File: src/rtl/field_accum.sv
// Modular accumulator for a stream of field elements, using the en/ready/ready_pulse handshake.
// Optional input range checking is enabled by defining FIELD_ACCUM_RANGE_CHECK_EN.
`ifndef F_NBITS
`define F_NBITS 61
`endif
`ifndef F_Q
`define F_Q 61'h1FFF_FFFF_FFFF_FFFF
`endif

module field_accum #(
  parameter int CNT_BITS = 8
) (
  input  logic                clk,
  input  logic                rstb,
  input  logic                en,
  input  logic [CNT_BITS-1:0] count,
  input  logic                in_valid,
  input  logic [`F_NBITS-1:0] in_data,
  output logic                ready_pulse,
  output logic                ready,
  output logic [`F_NBITS-1:0] sum,
  output logic                range_err
);

  localparam logic [`F_NBITS-1:0] Q = `F_Q;

  typedef enum logic {IDLE, ACCUM} state_t;

  state_t              state_q, state_d;
  logic                en_dly_q;
  logic                ready_dly_q;
  logic [`F_NBITS-1:0] acc_q, acc_d;
  logic [CNT_BITS-1:0] remaining_q, remaining_d;
  logic                range_err_q, range_err_d;

  logic                start;
  logic [`F_NBITS:0]   add_t;
  logic [`F_NBITS:0]   add_sub;
  logic [`F_NBITS-1:0] add_res;

  assign start       = en & ~en_dly_q;
  assign ready       = (state_q == IDLE) & ~start;
  assign ready_pulse = ready & ~ready_dly_q;
  assign sum         = acc_q;
  assign range_err   = range_err_q;

  // One conditional subtract suffices because both operands are below Q.
  always_comb begin
    add_t   = {1'b0, acc_q} + {1'b0, in_data};
    add_sub = add_t - {1'b0, Q};
    add_res = (add_t >= {1'b0, Q}) ? add_sub[`F_NBITS-1:0] : add_t[`F_NBITS-1:0];
  end

  always_comb begin
    // NOTE: every output gets a default first so no path leaves it unassigned (no latch).
    state_d     = state_q;
    acc_d       = acc_q;
    remaining_d = remaining_q;
    range_err_d = range_err_q;
    case (state_q)
      IDLE: begin
        if (start) begin
          acc_d       = '0;
          remaining_d = count;
          range_err_d = 1'b0;
          if (count != '0) state_d = ACCUM;
        end
      end
      ACCUM: begin
        if (in_valid) begin
          acc_d       = add_res;
          remaining_d = remaining_q - CNT_BITS'(1);
`ifdef FIELD_ACCUM_RANGE_CHECK_EN
          if (in_data >= Q) range_err_d = 1'b1;
`endif
          if (remaining_q == CNT_BITS'(1)) state_d = IDLE;
        end
      end
      default: state_d = IDLE;
    endcase
  end

  // en_dly and ready_dly reset high so neither a start nor a ready_pulse follows reset release.
  always_ff @(posedge clk or negedge rstb) begin
    if (!rstb) begin
      // NOTE: sequential state uses non-blocking assignments so all flops update together.
      state_q     <= IDLE;
      en_dly_q    <= 1'b1;
      ready_dly_q <= 1'b1;
      acc_q       <= '0;
      remaining_q <= '0;
      range_err_q <= 1'b0;
    end else begin
      state_q     <= state_d;
      en_dly_q    <= en;
      ready_dly_q <= ready;
      acc_q       <= acc_d;
      remaining_q <= remaining_d;
      range_err_q <= range_err_d;
    end
  end

endmodule

File: config.mk
export PLATFORM = sky130hd
export DESIGN_NAME = field_accum
export DESIGN_NICKNAME = d
export VERILOG_FILES = /design/src/rtl/field_accum.sv
export SDC_FILE = /design/constraint.sdc
export NUM_CORES = 1
export LEC_CHECK = 0
export ABC_AREA = 1
export CAP_MARGIN = 20
export CORE_ASPECT_RATIO = 0.7
export CORE_MARGIN = 2
export CORE_UTILIZATION = 30
export CTS_BUF_LIST = sky130_fd_sc_hd__clkbuf_8
export DETAILED_ROUTE_END_ITERATION = 7
export DONT_BUFFER_PORTS = 1
export GPL_TIMING_DRIVEN = 0
export PLACE_DENSITY = 0.47
export SETUP_SLACK_MARGIN = 0.2
export SYNTH_ARGS = -nofsm -noshare
export SYNTH_HDL_FRONTEND = slang
export SYNTH_SLANG_ARGS = --single-unit
File: constraint.sdc
create_clock -name clk -period 5.85 [get_ports clk]
set_input_delay 0.2925 -clock clk [delete_from_list [all_inputs] [get_ports clk]]
set_output_delay 0.2925 -clock clk [all_outputs]
set_load 0.01 [all_outputs]
### Word-level counts from Yosys, hierarchy flattened

Cells that the tools add are included.
W data, S select, Z words.

| storage, ports and cells | value |
|---|---|
| bits in latches | 0 |
| ROM bits | 0 |
| register bits after elaboration | 72 |
| input bits | 73 |
| output and inout bits | 64 |
| memories | 0 |
| logic and storage cells | 33 |
| bits in writable memories | 0 |

| cells by class | value |
|---|---|
| $lt $le $gt $ge | 1 |
| muxes and demuxes | 12 |
| reduce and logical (&&, ||, !) cells | 2 |
| bitwise operators | 7 |
| divide/modulo/power cells | 0 |
| equality and inequality tests | 3 |
| $mul | 0 |
| shift-type cells | 0 |
| add/sub/neg operators | 3 |

Operator list:

| operator | number |
|---|---|
| $mux W61 | 3 |
| $pmux W61 S2 | 1 |
| $add A61 B61 Y62 | 1 |
| $ge A62 B61 Y1 const B | 1 |
| $sub A61 B61 Y61 const B | 1 |
| $mux W8 | 2 |
| $pmux W8 S2 | 1 |
| $eq A8 B1 Y1 const B | 1 |
| $reduce_bool A8 Y1 | 1 |
| $sub A8 B1 Y8 const B | 1 |
| $mux W1 | 4 |
| $ne A2 B2 Y1 const B | 2 |
| $not A1 Y1 | 4 |
| $and A1 B1 Y1 | 3 |
| $pmux W1 S2 | 1 |
| $reduce_and A2 Y1 | 1 |

### Longest topological paths before layout

Gate-level depths: netlist of run 1.

| logic depth | value |
|---|---|
| depth after elaboration | 5 |
| depth in mapped cells | 27 |
| gate-level depth less buffers | 26 |

### Worst setup path before layout of run 1

OpenSTA, ideal clock, no wires.

| timing | value |
|---|---|
| path kind | reg-to-reg |
| start | register acc_q[0] (netlist: sum[0]) |
| end | register acc_q[48] (netlist: sum[48]) |
| buffers on the path | 2 |
| data required time | 5.732 ns |
| library setup time | 0.118 ns |
| path slack | 2.702 ns |
| cell stages (with the launch flop) | 23 |
| arrival time | 3.030 ns |
| cell sequence | dfrtp_1 -> ha_1 -> inv_1 -> fa_1 -> inv_1 -> ha_1 -> nand2_1 -> nor2_4 -> nand2_1 -> nor2_2 -> nand3_1 -> nor2_2 -> nand3_2 -> nor2_4 -> nand3_2 -> nor2_2 -> nand2_2 -> nand2_4 -> buf_8 -> buf_6 -> nand3_1 -> nand3_1 -> nand2_1 |

| between the ends | value |
|---|---|
| word-level cells in the longest chain between the ends | 5 |
| elaborated cells between the ends (all ways) | 6 |

RTL lines:

| element | RTL line | RTL |
|---|---|---|
| start: declaration | 32 | `` logic [`F_NBITS-1:0] acc_q, acc_d; `` |
| start signal: assignment | 90 | `acc_q <= '0;` |
| start signal: assignment | 97 | `acc_q <= acc_d;` |
| $add A61 B61 Y62 * | 49 | `add_t = {1'b0, acc_q} + {1'b0, in_data};` |
| $sub A61 B61 Y61 or $ge A62 B61 Y1 (tied branches) | 50, 51 |  |
| $mux W61 * | 51 | `` add_res = (add_t >= {1'b0, Q}) ? add_sub[`F_NBITS-1:0] : add_t[`F_NBITS-1:0]; `` |
| $mux W61 * | 70 | `if (in_valid) begin` |
| $pmux W61 S2 * | 60 | `case (state_q)` |

Every way passes the cells marked *; elsewhere a longest branch is shown, timed or not. The select of a mux whose other input is x is not followed.
A chain may end at the register's enable or synchronous reset.

### Final worst setup path of run 1

| timing | value |
|---|---|
| start | register acc_q[0] (netlist: sum[0]) |
| end | register acc_q[22] (netlist: sum[22]) |

The elaborated chain is that of the path after synthesis.

==> flow_metrics.tcl, run 1 <==
set metrics [dict create \
    synth_area_leaders "nand2_1 31%, dfrtp_1 15%, inv_1 13%" \
    cp_max_fo 5 \
    drt.antenna.violating_nets 0 \
    worstMarginPinSlew_ps 1080 \
    drv_slew 0 \
    min_to "remaining_q[1]$_DFFE_PN0P_" \
    setup_viol 0 \
    grt_pass1_wl_mm 84.4 \
    drtPass1Iterations 7 \
    clk_pin_slew_ps 100 \
    maxCapViolations 0 \
    fin_skew_ps 28.7 \
    fmax_mhz 213 \
    rsz0062_at_grt "no" \
    synth_cell_types 45 \
    drive_above_1_share 0.0407 \
    tns_ps 0 \
    viasPerCell 5.15 \
    hold_violations 0 \
    start_kind "register" \
    power_frac_seq 0.142 \
    min_from "count[1]" \
    r2r_slack_ps 1160 \
    ir_worst_vdd_v 0.000173 \
    die_area_sq_um 40700 \
    slew_headroom 0.282 \
    rows 60 \
    power.leakage_uw 0.00714 \
    avgSynthCellArea_sq_um 5.18 \
    nets 2419 \
    portBuffers 0 \
    drcViolationCount 0 \
    grt_overflow 0 \
    num_vias 14492 \
    crit_type "register to register" \
    htreeDepth 3 \
    dp_hpwl_mm 50.4 \
    synth_seq_cells 72 \
    power.density_nw_per_um2 634 \
    placed_cells 2793 \
    yosys_warnings 0 \
    cts_buffers 9 \
    drt_iter0_markers 1613 \
    path_cells "ha_1 -> inv_1 -> fa_1 -> inv_1 -> nand3_1 -> nor2_1 -> nand2_1 -> nand3_2 -> nand2_1 -> nand3_1 -> nand2_1 -> nor2_1 -> inv_1 -> nor2_1 -> nand2_1 -> nor3_1 -> xor2_1 -> nand2_1 -> nand4_1 -> nand2_1" \
    synth_nets 2404 \
    yosys.area.top_type "nand2_1" \
    core_area_sq_um 38500 \
    holdBufCountCts 4 \
    end_kind "register" \
    grt_pass1_vias 13115 \
    p_int_uw 2650 \
    regToRegEndpoint "sum[22]$_DFFE_PN0P_" \
    critPathBufInv 3 \
    netlist_area_sq_um 11700 \
    crit_family "simple AND/OR/NAND/NOR gates" \
    post_drt_wl_per_cell_um 20.9 \
    pin_count 137 \
    final_cells 2813 \
    gp_congestion 0.959 \
    worstReg2RegStart "sum[0]$_DFFE_PN0P_" \
    r2r_cells 20 \
    area_growth_pct 7.98 \
    cts-root-buf "clkbuf_8" \
    hold-path-cell-count 2 \
    p_clk_frac 0.061 \
    cts_resized 0 \
    p_sw_frac 0.670 \
    p_comb_frac 0.796 \
    fp.dieH_um 169 \
    post_cts_buffers 0 \
    wl_mm 58.9 \
    critPathSlowestCell "nor3_1" \
    die_w_um 240 \
    fill_cells 4533 \
    clock_latency_ps 440 \
    cp_data_arrival_time_ps 5040 \
    fin_crit_ps 4690 \
    clock-sinks 72 \
    p_switching_uw 5380 \
    status "complete, no violations" \
    antenna_found_initial 1 \
    path_common_cell "nand2_1" \
    track_usage 0.289 \
    hp-class "input pin to register" \
    clockBufferDepth 2 \
    max_stage_delay_ps 740 \
    synthCells 2266 \
    grt_max_degree 73 \
    cp.required_ps 6200 \
    yosysTopAreaCellShare 0.311 \
    initial_core_util 0.305 \
    n_antenna_cell 0 \
    post-route-period-util 0.802 \
    ys_seq_area_frac 0.154 \
    cts_tree "yes" \
]
synthesized netlist by cell type, drive strengths merged:
cell / instances
nand2: 985
inv: 404
nor2: 230
nand3: 200
nand4: 74
dfrtp: 70
ha: 64
a21oi: 61
o21ai: 48
nor3: 32
clkbuf: 20
xor2: 16
buf: 12
nand3b: 10
nor4: 7
o21bai: 7
o211ai: 5
o221ai: 4
and2: 3
xnor2: 3
clkinv: 2
dfstp: 2
a211oi: 1
a31oi: 1
conb: 1
fa: 1
nor3b: 1
o21a: 1
o22ai: 1
how the worst max path moves through the flow:
stage                     cells past startpoint                from                   to  slack (ps)
final                                        20  sum[0]$_DFFE_PN0P_  sum[22]$_DFFE_PN0P_        1160
after global routing                         23  sum[0]$_DFFE_PN0P_  sum[30]$_DFFE_PN0P_         890
after CTS                                    23  sum[0]$_DFFE_PN0P_  sum[36]$_DFFE_PN0P_        1260
after detailed placement                     23  sum[0]$_DFFE_PN0P_  sum[36]$_DFFE_PN0P_        1300
after global placement                       23  sum[0]$_DFFE_PN0P_  sum[36]$_DFFE_PN0P_        1330
after floorplan                              22  sum[0]$_DFFE_PN0P_  sum[48]$_DFFE_PN0P_        2700
state kept, by name (all words and copies together), names as in the netlist:
register / flops
ready_dly_q: 1
en_dly_q: 1
remaining_q: 8
sum: 61
state_q: 1
worst reg2reg max path, cell delays in order (launching register included):
cell and delay (ps):
dfrtp_1 460, ha_1 220, inv_1 60, fa_1 400, inv_1 90, nand3_1 130
nor2_1 410, nand2_1 160, nand3_2 160, nand2_1 90, nand3_1 80, nand2_1 120
nor2_1 250, inv_1 110, nor2_1 280, nand2_1 150, nor3_1 740, xor2_1 140
nand2_1 110, nand4_1 310, nand2_1 160
cells by family after synthesis:
| group | synth area share |
|---|---|
| buffers and inverters | 0.145 |
| other | 0.000320 |
| XOR/XNOR | 0.0148 |
| AO/OA/AOI/OAI | 0.0605 |
| flip-flops | 0.154 |
| AND/OR/NAND/NOR | 0.555 |
| adder cells (fa/ha/maj) | 0.0700 |
metrics by stage:
| stage | cell area, sq um | hold WS (ps) | power, uW | worst slack [ps] | utilization |
|---|---|---|---|---|---|
| finish | 12700 | 36.7 | 8030 | 1160 | 0.329 |
| floorplan | 11700 | -3.09 | 5090 | 2700 | - |
| global placement | 12400 | -0.228 | 7320 | 1330 | 0.322 |
| CTS | 12700 | 1.36 | 7890 | 1260 | 0.329 |
| global route | 12700 | 21.7 | 8740 | 885 | 0.329 |
| detailed placement | 12400 | -0.417 | 7340 | 1300 | 0.322 |
layout make-up:
class,instances,area (sq um),area share
Inverter,406,1520,0.120
Timing Repair Buffer,4,57.6,0.00454
Clock inverter,7,95.1,0.00751
Clock buffer,9,124,0.00978
Sequential cell,72,1800,0.142
Buffer,32,179,0.0141
Tap cell,527,659,0.0521
Multi-Input combinational cell,1756,8220,0.649
power groups by stage:
stage	combinational, uW	clock (uW)	sequential, uW
final	6400	493	1140
after global routing	7030	530	1190
after CTS	6230	510	1150
after detailed placement	6180	0	1160
after global placement	6160	0	1150
after floorplan	4080	0	1010
metal layers:
metal	track usage	part of all wire
met3	0.0525	0.083
met2	0.412	0.40
met1	0.446	0.51
met4	0.0532	0.015
met5	0	0
cells in the final DEF, fill, tap and decap left out, drive strengths merged, types with 5 or more instances in the layout:
cell type | Yosys | final
o21bai | 7 | 7
ha | 64 | 64
o211ai | 5 | 5
nor2 | 230 | 230
a21oi | 61 | 61
o21ai | 48 | 48
nand4 | 74 | 74
clkbuf | 20 | 29
xor2 | 16 | 16
nand3b | 10 | 10
nor4 | 7 | 7
buf | 12 | 13
nand2 | 985 | 985
nand3 | 200 | 200
nor3 | 32 | 32
dfrtp | 70 | 70
inv | 404 | 407
(Power assumes the default switching activity.)
==> run 2, diff against run 1 <==
clock period = 4.7 ns   (was 5.85 ns; I/O delays follow)
==> run 2 against run 1 <==
Combinational power increased by 28%. Setup slack lost 760 ps. Power up 27%. Clock skew grew 3.4 ps. Global-route usage about the same. Via count is 0.97% higher. Sequential cell count unchanged. Critical path depth grew 4. Largest cell class unchanged.
==> flow_metrics.tcl, run 2 (synthesized netlist as in run 1, its figures left out) <==
set metrics [dict create \
    fin_crit_ps 4300 \
    cts_tree "yes" \
    setup_viol 0 \
    post_drt_wl_per_cell_um 21.0 \
    drv_slew 0 \
    rows 60 \
    die_area_sq_um 40700 \
    viasPerCell 5.18 \
    wl_mm 59.2 \
    fp.dieH_um 169 \
    path_common_cell "nand2_1" \
    portBuffers 0 \
    post-route-period-util 0.914 \
    p_clk_frac 0.061 \
    gp_congestion 0.959 \
    final_core_util 0.336 \
    antenna_found_initial 1 \
    power_frac_seq 0.140 \
    initial_core_util 0.305 \
    cts-root-buf "clkbuf_8" \
    tns_ps 0 \
    largest_reg_flops 61 \
    path_cells "ha_1 -> nand2_1 -> nand2_1 -> inv_2 -> nand2_1 -> nand2_1 -> nand2_2 -> nand2_1 -> nand2_1 -> nand2_1 -> nand2_2 -> nand3_2 -> nor2_4 -> nand3_4 -> nor2_4 -> nand3_2 -> nor2_2 -> nand2_2 -> nand2_4 -> buf_8 -> buf_6 -> nand2_1 -> nand4_1 -> nand2_1" \
    clock-sinks 72 \
    cp_max_fo 10 \
    worstReg2RegStart "sum[2]$_DFFE_PN0P_" \
    p_comb_frac 0.799 \
    critPathBufInv 3 \
    placed_cells 2793 \
    drt.antenna.violating_nets 0 \
    power.density_nw_per_um2 790 \
    grt_max_degree 73 \
    max_stage_delay_ps 460 \
    clk_pin_slew_ps 100 \
    grt_overflow 0 \
    pin_count 137 \
    final_common_cell "nand2_1" \
    maxCapViolations 0 \
    multi_input_comb_area_sq_um 8410 \
    crit_end "sum[30]$_DFFE_PN0P_" \
    layout_common_cells "954 x nand2_1, 392 x inv_1, 198 x nor2_1" \
    crit_family "simple AND/OR/NAND/NOR gates" \
    fill_cells 4521 \
    regArea_sq_um 1810 \
    die_w_um 240 \
    whs_ps 26.2 \
    clock_latency_ps 440 \
    fmax_mhz 233 \
    end_kind "register" \
    worstMarginPinSlew_ps 1080 \
    r2r_slack_ps 400 \
    area_growth_pct 10.4 \
    drtPass1Iterations 6 \
    grt_pass1_vias 13137 \
    cp_data_arrival_time_ps 4580 \
    r2r_cells 24 \
    crit_start "sum[2]$_DFFE_PN0P_" \
    drt_iter0_markers 1724 \
    slew_headroom 0.278 \
    cp.required_ps 4990 \
    hp-class "input pin to register" \
    track_usage 0.289 \
    final_cells 2824 \
    htreeDepth 3 \
    regToRegEndpoint "sum[30]$_DFFE_PN0P_" \
    dp_hpwl_mm 50.4 \
    critPathSlowestCell "dfrtp_1" \
    rsz0062_at_grt "yes" \
    grt_pass1_wl_mm 84.5 \
    crit_type "register to register" \
    ir_worst_vdd_v 0.000215 \
    hold_violations 0 \
    start_kind "register" \
    n_antenna_cell 0 \
    num_vias 14632 \
    drive_above_1_share 0.0640 \
    p_sw_frac 0.666 \
    p_switching_uw 6810 \
    cts_buffers 9 \
    drcViolationCount 0 \
    core_area_sq_um 38500 \
    crit_cells 24 \
    nets 2430 \
    clockBufferDepth 2 \
    status "complete, no violations" \
    power.leakage_uw 0.00720 \
    fin_skew_ps 32.1 \
    p_int_uw 3410 \
    p_total_uw 10200 \
]
-- run 2: timing repair --
item	4_1_cts	5_1_grt
setup endpoints to repair	9	54
pin swaps	3	4
buffers inserted	1	5
cloned	0	0
resized for setup	2	55
hold buffers	9	0
hold endpoints to repair	79	0
-- run 2: worst register-to-register path, cell delays in order, from the launching register on --
cell     delay (ps)
dfrtp_1         460
ha_1            410
nand2_1          70
nand2_1         140
inv_2            50
nand2_1         220
nand2_1         130
nand2_2         180
nand2_1         100
nand2_1         200
nand2_1         100
nand2_2         170
nand3_2         110
nor2_4          150
nand3_4         120
nor2_4          200
nand3_2         120
nor2_2          110
nand2_2         150
nand2_4         140
buf_8           170
buf_6           190
nand2_1          90
nand4_1         290
nand2_1          90
-- run 2: per-stage QoR --
step	cell area, sq um	setup slack (ps)
2_1_floorplan	11700	1550
3_3_place_gp	12400	176
3_5_place_dp	12400	148
4_1_cts	12700	234
5_1_grt	12900	140
6_report	12900	402
-- run 2: per-layer routing --
layer  vias up  part of all wire  GRT usage
met5         -                 0          0
met4         0             0.016     0.0532
met3        43             0.086     0.0524
met2       604              0.40      0.412
met1      6892              0.50      0.446
li1       7093                 -          -
-- run 2: worst min path at each step --
| stage | endpoint | startpoint | depth (start not counted) | slack, ps |
|---|---|---|---|---|
| after detailed placement | sum[19]$_DFFE_PN0P_ | rstb | 0 | -60 |
| after global placement | sum[19]$_DFFE_PN0P_ | rstb | 0 | -60 |
| after floorplan | remaining_q[0]$_DFFE_PN0P_ | rstb | 0 | -60 |
| final | remaining_q[7]$_DFFE_PN0P_ | count[7] | 2 | 30 |
| after CTS | remaining_q[7]$_DFFE_PN0P_ | count[7] | 2 | 6 |
| after global routing | ready_dly_q$_DFF_PN1_ | en | 3 | 40 |
-- run 2: cell type report --
type	instances	share of cell area
clock buffers	9	0.00957
flip-flops and latches	72	0.140
multi-input cells	1756	0.649
inverters	406	0.118
clock inverters	7	0.00734
well taps	527	0.0509
repair buffers	15	0.0118
plain buffers	32	0.0139
-- run 2: power groups by stage --
stage	Sequential (uW)	Clock, uW	Combinational (uW)
floorplan	1260	0	5080
global placement	1440	0	7670
detailed placement	1440	0	7700
CTS	1430	635	7760
global route	1480	659	8960
finish	1440	619	8170
==> run 3, diff against run 2 <==
PLACE_DENSITY = 0.42   (was 0.47)
==> run 3 against run 2 <==
Combinational power rose by 1%. Die area stayed put. Core utilization is 0.071 points lower. Sequential share of layout area about the same. Final area shrank 0.21%. Critical endpoint is now sum[44]$_DFFE_PN0P_. Largest cell class unchanged. Highest routed layer unchanged.
==> flow_metrics.tcl, run 3 (synthesized netlist as in run 1, its figures left out) <==
set metrics [dict create \
    clockBufferDepth 2 \
    track_usage 0.307 \
    path_common_cell "nand2_1" \
    power.leakage_uw 0.00719 \
    viasPerCell 5.16 \
    fmax_mhz 225 \
    grt_overflow 0 \
    status "complete, no violations" \
    tns_ps 0 \
    drtPass1Iterations 6 \
    max_stage_delay_ps 450 \
    hold_violations 0 \
    worstMarginPinSlew_ps 956 \
    path_cells "ha_1 -> nand2_1 -> inv_1 -> nand2_1 -> nand2_1 -> nand2_1 -> nand3_2 -> nand2_1 -> nand2_1 -> nand2_1 -> nand2_1 -> nor2_1 -> nand3_2 -> nor2_4 -> nand3_2 -> nor2_2 -> nand2_2 -> nand2_4 -> buf_8 -> buf_6 -> nand2_1 -> nand4_1 -> nand2_1" \
    cts_tree "yes" \
    crit_type "register to register" \
    htreeDepth 3 \
    maxCapViolations 0 \
    area_growth_pct 10.2 \
    layout_common_cells "959 x nand2_1, 391 x inv_1, 199 x nor2_1" \
    power.density_nw_per_um2 806 \
    slew_headroom 0.362 \
    num_vias 14550 \
    portBuffers 0 \
    pin_count 137 \
    cp.required_ps 5010 \
    core_area_sq_um 38500 \
    critPathSlowestCell "dfrtp_1" \
    grt_pass1_vias 13391 \
    dp_hpwl_mm 53.7 \
    drv_slew 0 \
    post_drt_wl_per_cell_um 22.2 \
    grt_max_degree 73 \
    final_cell_area_sq_um 12900 \
    grt_pass1_wl_mm 89.6 \
    drt_iter0_markers 1475 \
    post-route-period-util 0.947 \
    ir_worst_vdd_v 0.000236 \
    fin_crit_ps 4450 \
    end_kind "register" \
    nets 2426 \
    die_w_um 240 \
    drcViolationCount 0 \
    rsz0062_at_grt "yes" \
    wl_mm 62.5 \
    drive_above_1_share 0.0580 \
    fin_skew_ps 21.2 \
    cts_buffers 9 \
    cp_max_fo 10 \
    cp_data_arrival_time_ps 4760 \
    clock_latency_ps 440 \
    antenna_found_initial 2 \
    die_area_sq_um 40700 \
    gp_congestion 0.964 \
    place_area_sq_um 12400 \
    cts-root-buf "clkbuf_8" \
    clk_pin_slew_ps 110 \
    n_antenna_cell 0 \
    fp.dieH_um 169 \
    setup_viol 0 \
    hold-path-cell-count 4 \
    r2r_cells 23 \
    hp-class "input pin to register" \
    rows 60 \
    start_kind "register" \
    largest_reg_flops 61 \
    drt.antenna.violating_nets 0 \
    final_common_cell "nand2_1" \
    initial_core_util 0.305 \
    clock-sinks 72 \
]
## run 3: area by class of cell
type                            count  area, sq um
Buffer                             32          184
Inverter                          406         1520
Tap cell                          527          659
Sequential cell                    72         1810
Clock inverter                      7          125
Fill cell                        4549        25600
Multi-Input combinational cell   1756         8370
Clock buffer                        9          124
Timing Repair Buffer               11          125
## run 3: timing repair
| item | 4_1_cts | 5_1_grt |
|---|---|---|
| gates resized for setup | 9 | 38 |
| buffers inserted | 0 | 1 |
| hold buffers | 10 | 0 |
| pin swaps | 1 | 4 |
| hold endpoints to repair | 81 | 0 |
| endpoints found under the setup margin | 7 | 54 |
## run 3: critical path: cells and delay by family, from the launching register on
kind / cells / cell delay (ps)
AND/OR/NAND/NOR: 19 / 3040
flip-flops: 1 / 450
buffers and inverters: 3 / 430
adder cells (fa/ha/maj): 1 / 370
## run 3: routing by layer
| layer | part of all wire | global-route usage | up-vias | wire length (um) |
|---|---|---|---|---|
| li1 | - | - | 7086 | - |
| met1 | 0.52 | 0.480 | 6878 | 32200 |
| met2 | 0.40 | 0.441 | 543 | 24900 |
| met3 | 0.075 | 0.0493 | 43 | 4680 |
| met4 | 0.011 | 0.0451 | 0 | 696 |
| met5 | 0 | 0 | - | 0 |
## run 3: report_power, final
group | internal [uW] | switching (uW) | total (uW) | leakage (uW)
combinational | 2130 | 6140 | 8270 | 0.00619
clock | 359 | 352 | 711 | 0.000125
sequential | 925 | 506 | 1430 | 0.000876
## run 3: worst paths after layout
kind,from,end,slack (ps)
setup reg to reg,sum[5]$_DFFE_PN0P_,sum[44]$_DFFE_PN0P_,250
min in group asynchronous,rstb,sum[16]$_DFFE_PN0P_,390
hold reg to reg,sum[31]$_DFFE_PN0P_,sum[31]$_DFFE_PN0P_,590
setup / recovery,sum[5]$_DFFE_PN0P_,sum[44]$_DFFE_PN0P_,250
hold / removal,count[0],remaining_q[0]$_DFFE_PN0P_,60
max in group asynchronous,rstb,en_dly_q$_DFF_PN1_,3920
## run 3: through the flow
stage / cells / utilization / power, uW / setup WS, ps / hold WS [ps]
floorplan: 2266 / - / 6340 / 1550 / -60.6
global placement: 2793 / 0.322 / 9290 / 9.15 / -58.6
detailed placement: 2793 / 0.322 / 9300 / 53.1 / -58.2
CTS: 2819 / 0.332 / 10100 / 205 / 28.1
global route: 2820 / 0.335 / 11300 / 94.9 / 92.0
finish: 2820 / 0.335 / 10400 / 249 / 59.8
